**config.mk**
```make
export PLATFORM = sky130hd
export DESIGN_NAME = clock_phase_gen
export DESIGN_NICKNAME = d
export VERILOG_FILES = /design/src/rtl/clock_phase_gen_pkg.sv /design/src/rtl/clock_phase_gen.sv
export SDC_FILE = /design/constraint.sdc
export NUM_CORES = 1
export LEC_CHECK = 0
export BUFFER_PORTS_ARGS = -buffer_cell sky130_fd_sc_hd__buf_4
export CORE_ASPECT_RATIO = 2
export CORE_MARGIN = 1
export CORE_UTILIZATION = 49
export DETAILED_ROUTE_END_ITERATION = 7
export PLACE_DENSITY = 0.78
export RECOVER_POWER = 25
export SLEW_MARGIN = 5
export SYNTH_ARGS = -nofsm -noshare
export SYNTH_HDL_FRONTEND = slang
export SYNTH_SLANG_ARGS = --single-unit
export TNS_END_PERCENT = 5
```
**constraint.sdc**
```tcl
create_clock -name clk -period 2.5 [get_ports clk]
set_input_delay 0 -clock clk [delete_from_list [all_inputs] [get_ports clk]]
set_output_delay 0 -clock clk [all_outputs]
set_load 0.02 [all_outputs]
```
**src/rtl/clock_phase_gen_pkg.sv**
```systemverilog
// Shared definitions for the slow-clock phase generator: controller states
// and the mapping from div_sel codes to period geometry.
package clock_phase_gen_pkg;

  typedef enum logic [1:0] {
    ST_RUN    = 2'd0,
    ST_DRAIN  = 2'd1,
    ST_HALTED = 2'd2
  } state_t;

  localparam logic [1:0] DIV_2  = 2'b00;
  localparam logic [1:0] DIV_4  = 2'b01;
  localparam logic [1:0] DIV_8  = 2'b10;
  localparam logic [1:0] DIV_16 = 2'b11;

  // Phase index of the final fast cycle in a slow period (N-1).
  function automatic logic [3:0] last_phase(input logic [1:0] code);
    case (code)
      DIV_2:   return 4'd1;
      DIV_4:   return 4'd3;
      DIV_8:   return 4'd7;
      default: return 4'd15;
    endcase
  endfunction

  // First phase index of the high half of a slow period (N/2).
  function automatic logic [3:0] half_phase(input logic [1:0] code);
    case (code)
      DIV_2:   return 4'd1;
      DIV_4:   return 4'd2;
      DIV_8:   return 4'd4;
      default: return 4'd8;
    endcase
  endfunction

endpackage

```
**src/rtl/clock_phase_gen.sv**
```systemverilog
// Divided slow clock with glitch-free halt: proc_clk is decoded from a phase
// counter on clk, and halts only at slow-period boundaries.
module clock_phase_gen
  import clock_phase_gen_pkg::*;
#(
  parameter int CNT_W = 32
) (
  input  logic             clk,
  input  logic             reset,
  input  logic [1:0]       div_sel,
  input  logic             halt_req,
  output logic             proc_clk,
  output logic             proc_en,
  output logic             halt_ack,
  output logic [3:0]       phase,
  output logic [CNT_W-1:0] slow_cycles
);

  state_t     state, state_nxt;
  logic [1:0] ratio, ratio_nxt;
  logic [3:0] phase_nxt;
  logic       period_end;

  assign period_end = (state != ST_HALTED) && (phase == last_phase(ratio));

  always_comb begin
    // NOTE: every signal assigned here gets a default first so no path leaves
    // it unassigned, which would otherwise infer a latch.
    state_nxt = state;
    ratio_nxt = ratio;
    phase_nxt = phase;
    case (state)
      ST_HALTED: begin
        ratio_nxt = div_sel;
        phase_nxt = 4'd0;
        if (!halt_req) state_nxt = ST_RUN;
      end
      default: begin
        if (period_end) begin
          phase_nxt = 4'd0;
          ratio_nxt = div_sel;
        end else begin
          phase_nxt = phase + 4'd1;
        end
        if (state == ST_RUN) begin
          if (halt_req) state_nxt = ST_DRAIN;
        end else begin
          if (!halt_req)      state_nxt = ST_RUN;
          else if (period_end) state_nxt = ST_HALTED;
        end
      end
    endcase
  end

  // Outputs are registered from the next-state values so they line up with
  // the phase register without any combinational decode on the ports.
  always_ff @(posedge clk) begin
    if (reset) begin
      state       <= ST_RUN;
      ratio       <= DIV_2;
      phase       <= 4'd0;
      proc_clk    <= 1'b0;
      proc_en     <= 1'b0;
      halt_ack    <= 1'b0;
      slow_cycles <= '0;
    end else begin
      state    <= state_nxt;
      ratio    <= ratio_nxt;
      phase    <= phase_nxt;
      proc_clk <= (state_nxt != ST_HALTED) && (phase_nxt >= half_phase(ratio_nxt));
      proc_en  <= (state_nxt != ST_HALTED) && (phase_nxt == last_phase(ratio_nxt));
      halt_ack <= (state_nxt == ST_HALTED);
      if (period_end) slow_cycles <= slow_cycles + CNT_W'(1);
    end
  end

endmodule
```
==> results.yml <==
clock_network:
  path_clk_slew_ps: 80
  htreeDepth: 2
  root_buffer: "clkbuf_8"
  clockBufferDepth: 2
  insertion_delay_ps: 290
  clock-sinks: 43
  cts_tree: "built"
  cts_buffers: 5
cells_and_area:
  syn2layout_area_growth_pct: 22.2
  antennaDiodeCount: 0
  post-route-cell-area_um2: 2660
  fin_nets: 310
  drive_gt1_frac: 0.180
  n_fill_cell: 391
sta:
  worstMarginPinSlew_ps: 476
  rsz0062_at_grt: "no"
  fmax_mhz: 424
  layout_setup_ws_ps: 142
  maxSlewViolCount: 0
  slew_headroom: 0.680
  tns_ps: 0
  skew_ps: 7.07
  finalCritPeriodShare: 0.943
  hold_viol: 0
  finalSetupViolations: 0
  period_minus_slack_ps: 2360
synthesis:
  synth_largest_area_cell: "dfxtp_1"
  synth_top_area_share: 0.396
  syn-cell-area_um2: 2170
  ys_seq_area_frac: 0.396
  synth_top_family_by_area: "simple AND/OR/NAND/NOR gates"
  synth_cell_types: 47
  synthXorXnorAreaFrac: 0.0846
  synth_compound_area_frac: 0.194
  syn_inst: 249
  syn_area_per_cell_um2: 8.73
  yosysWarnings: 0
  synthesis.nets: 260
  synth-seq-cells: 43
  synth_area_leaders: "dfxtp_1, xor2_1, nor2_1"
  synth_simple_gate_area_frac: 0.253
  synth_adder_area_share: 0.0345
  muxShareOfSynthArea: 0.00461
power:
  p_int_mw: 1.05
  power_frac_clock: 0.338
  irDropWorstVdd_mv: 0.598
  p_comb_frac: 0.154
  netSwitchingFraction: 0.263
  p_per_area_nw_per_um2: 536
  power_frac_seq: 0.508
  power_leakage_nw: 1.03
  power.switching_uw: 374
placed_design:
  placed_cell_area_um2: 2580
  hpwl_mm: 3.73
  io_buffers: 43
  place_congestion: 0.907
  pre_cts_ws_ps: 117
global_route:
  grt.total_usage: 0.236
  grt_overflow_total: 0
  grt_first_pass_wirelength_mm: 8.66
  grt_pass1_vias: 2011
  antenna_found_initial: 0
  grt_max_degree: 41
floorplan:
  io_pins: 44
  die_area_um2: 4720
  core_um2: 4170
  rows: 33
  die_y_um: 96.2
  start_util: 0.521
  die_w_um: 49.1
routing:
  drt_iter0_markers: 47
  drt_pass1_iterations: 4
  drcViolationCount: 0
  detail-route-antenna-nets: 0
  wl_mm: 5.16
  vias: 2030
  vias_per_cell: 5.77
  avgRoutedWirePerCell_um: 14.7
hold_path:
  hold_class: "primary input to flop"
critical_path:
  reg2reg_slack_ps: 140
  startpoint_type: "flop"
  crit_slowest_cell: "or3_1"
  crit_path_end_kind: "flop"
  cp.required_ps: 2660
  slowest_delay_ps: 460
  crit_arrival_ps: 2520
  path_cells: "and2_1 -> a32o_2 -> or3_1 -> nor3b_1 -> a31oi_1 -> ha_1 -> a21o_1 -> a21oi_1 -> a211oi_1"
  critPathMaxFanout: 6
  path_class: "flop to flop"
flow_run:
  maxCapViolCount: 0
outcome:
  status: "complete, no violations"
==> registers in the layout, indices dropped and copies added, names as in the netlist <==
register,flops
proc_clk,1
state,2
proc_en,1
ratio,2
halt_ack,1
phase,4
slow_cycles,32
==> cells in the mapped netlist, drive strengths merged <==
master	n
a211oi	1
a21o	3
a21oi	20
a31oi	2
a32o	1
and2	5
and3	4
and4	2
buf	4
clkbuf	7
dfxtp	43
ha	6
inv	6
mux2i	1
nand2	13
nand2b	4
nand3	7
nand4	6
nor2	28
nor2b	3
nor3	5
nor3b	2
nor4	4
nor4b	1
o2111ai	9
o211a	1
o211ai	9
o21ai	14
o21ba	1
o31a	1
o31ai	1
or2	1
or3	13
xnor2	5
xor2	16
==> metrics by stage <==
stage | cells | hold WS (ps) | utilization | power [mW]
finish | 352 | 112 | 0.637 | 1.42
global placement | 341 | 199 | 0.618 | 0.952
floorplan | 249 | 84.0 | - | 0.880
global route | 352 | 133 | 0.637 | 1.50
CTS | 352 | 116 | 0.650 | 1.44
detailed placement | 341 | 219 | 0.618 | 0.956
==> timing repair <==
action                     CTS  global route
hold endpoints to repair     4             0
setup endpoints to repair    0             1
hold buffers                 3             0
buffers inserted             0             0
resized for setup            0             5
==> cells in the final DEF (no fill, tap or decap), types with 3 or more instances in the layout <==
cell,count
and3_1,3
clkbuf_1,19
and2_1,5
o2111ai_1,8
inv_1,6
a21oi_1,20
a21o_1,3
o211ai_1,7
nand2b_1,4
or3_1,13
nand4_1,5
nand3_1,7
clkbuf_8,7
xor2_1,16
buf_4,32
dfxtp_1,41
nor3_1,4
nand2_1,13
xnor2_1,5
nor2_1,28
ha_1,6
dlygate4sd3_1,3
o21ai_0,12
==> path summary, 6_finish.rpt <==
kind / to / startpoint / depth (start not counted)
max: proc_clk / phase[1] / 9
min: slow_cycles[13] / reset / 2
max reg2reg: proc_clk / phase[1] / 9
min reg2reg: slow_cycles[31] / slow_cycles[31] / 2
==> kinds of logic (layout without fill, tap and decap cells) <==
| logic type | count (synthesis) | after routing |
|---|---|---|
| and+or+nand+nor | 98 | 98 |
| AOI/OAI and AO/OA | 63 | 63 |
| DFF | 43 | 43 |
| xor gates and xnor gates | 21 | 21 |
| buffers and inverters | 17 | 68 |
| adders and majority gates | 6 | 6 |
| muxes | 1 | 1 |
==> cell type report <==
cell class,instances,area [µm²],area share
Multi-Input combinational cell,189,1260,0.474
Sequential cell,43,863,0.325
Clock buffer,7,96.3,0.0363
Timing Repair Buffer,54,342,0.129
Inverter,6,22.5,0.00848
Tap cell,52,65.1,0.0245
Clock inverter,1,7.51,0.00283
==> power by group through the flow <==
stage	clock network [mW]	registers [mW]	logic, mW
floorplan	0	0.754	0.126
global placement	0	0.737	0.215
detailed placement	0	0.738	0.219
CTS	0.497	0.721	0.223
global route	0.533	0.725	0.240
finish	0.481	0.723	0.219
==> routing by layer <==
layer	vias up	routed length [µm]	GRT usage
met2	35	2900	0.478
li1	1001	-	-
met4	0	95	0.103
met5	-	0	0
met3	9	133	0.0332
met1	985	2030	0.226
==> worst max-delay path: cells and delay by family (launching register included) <==
family / cells / cell delay, ps
flip-flops: 1 / 360
AND/OR/NAND/NOR: 3 / 850
AO/OA/AOI/OAI: 5 / 750
adder cells (fa/ha/maj): 1 / 280
(Power assumes the default switching activity.)
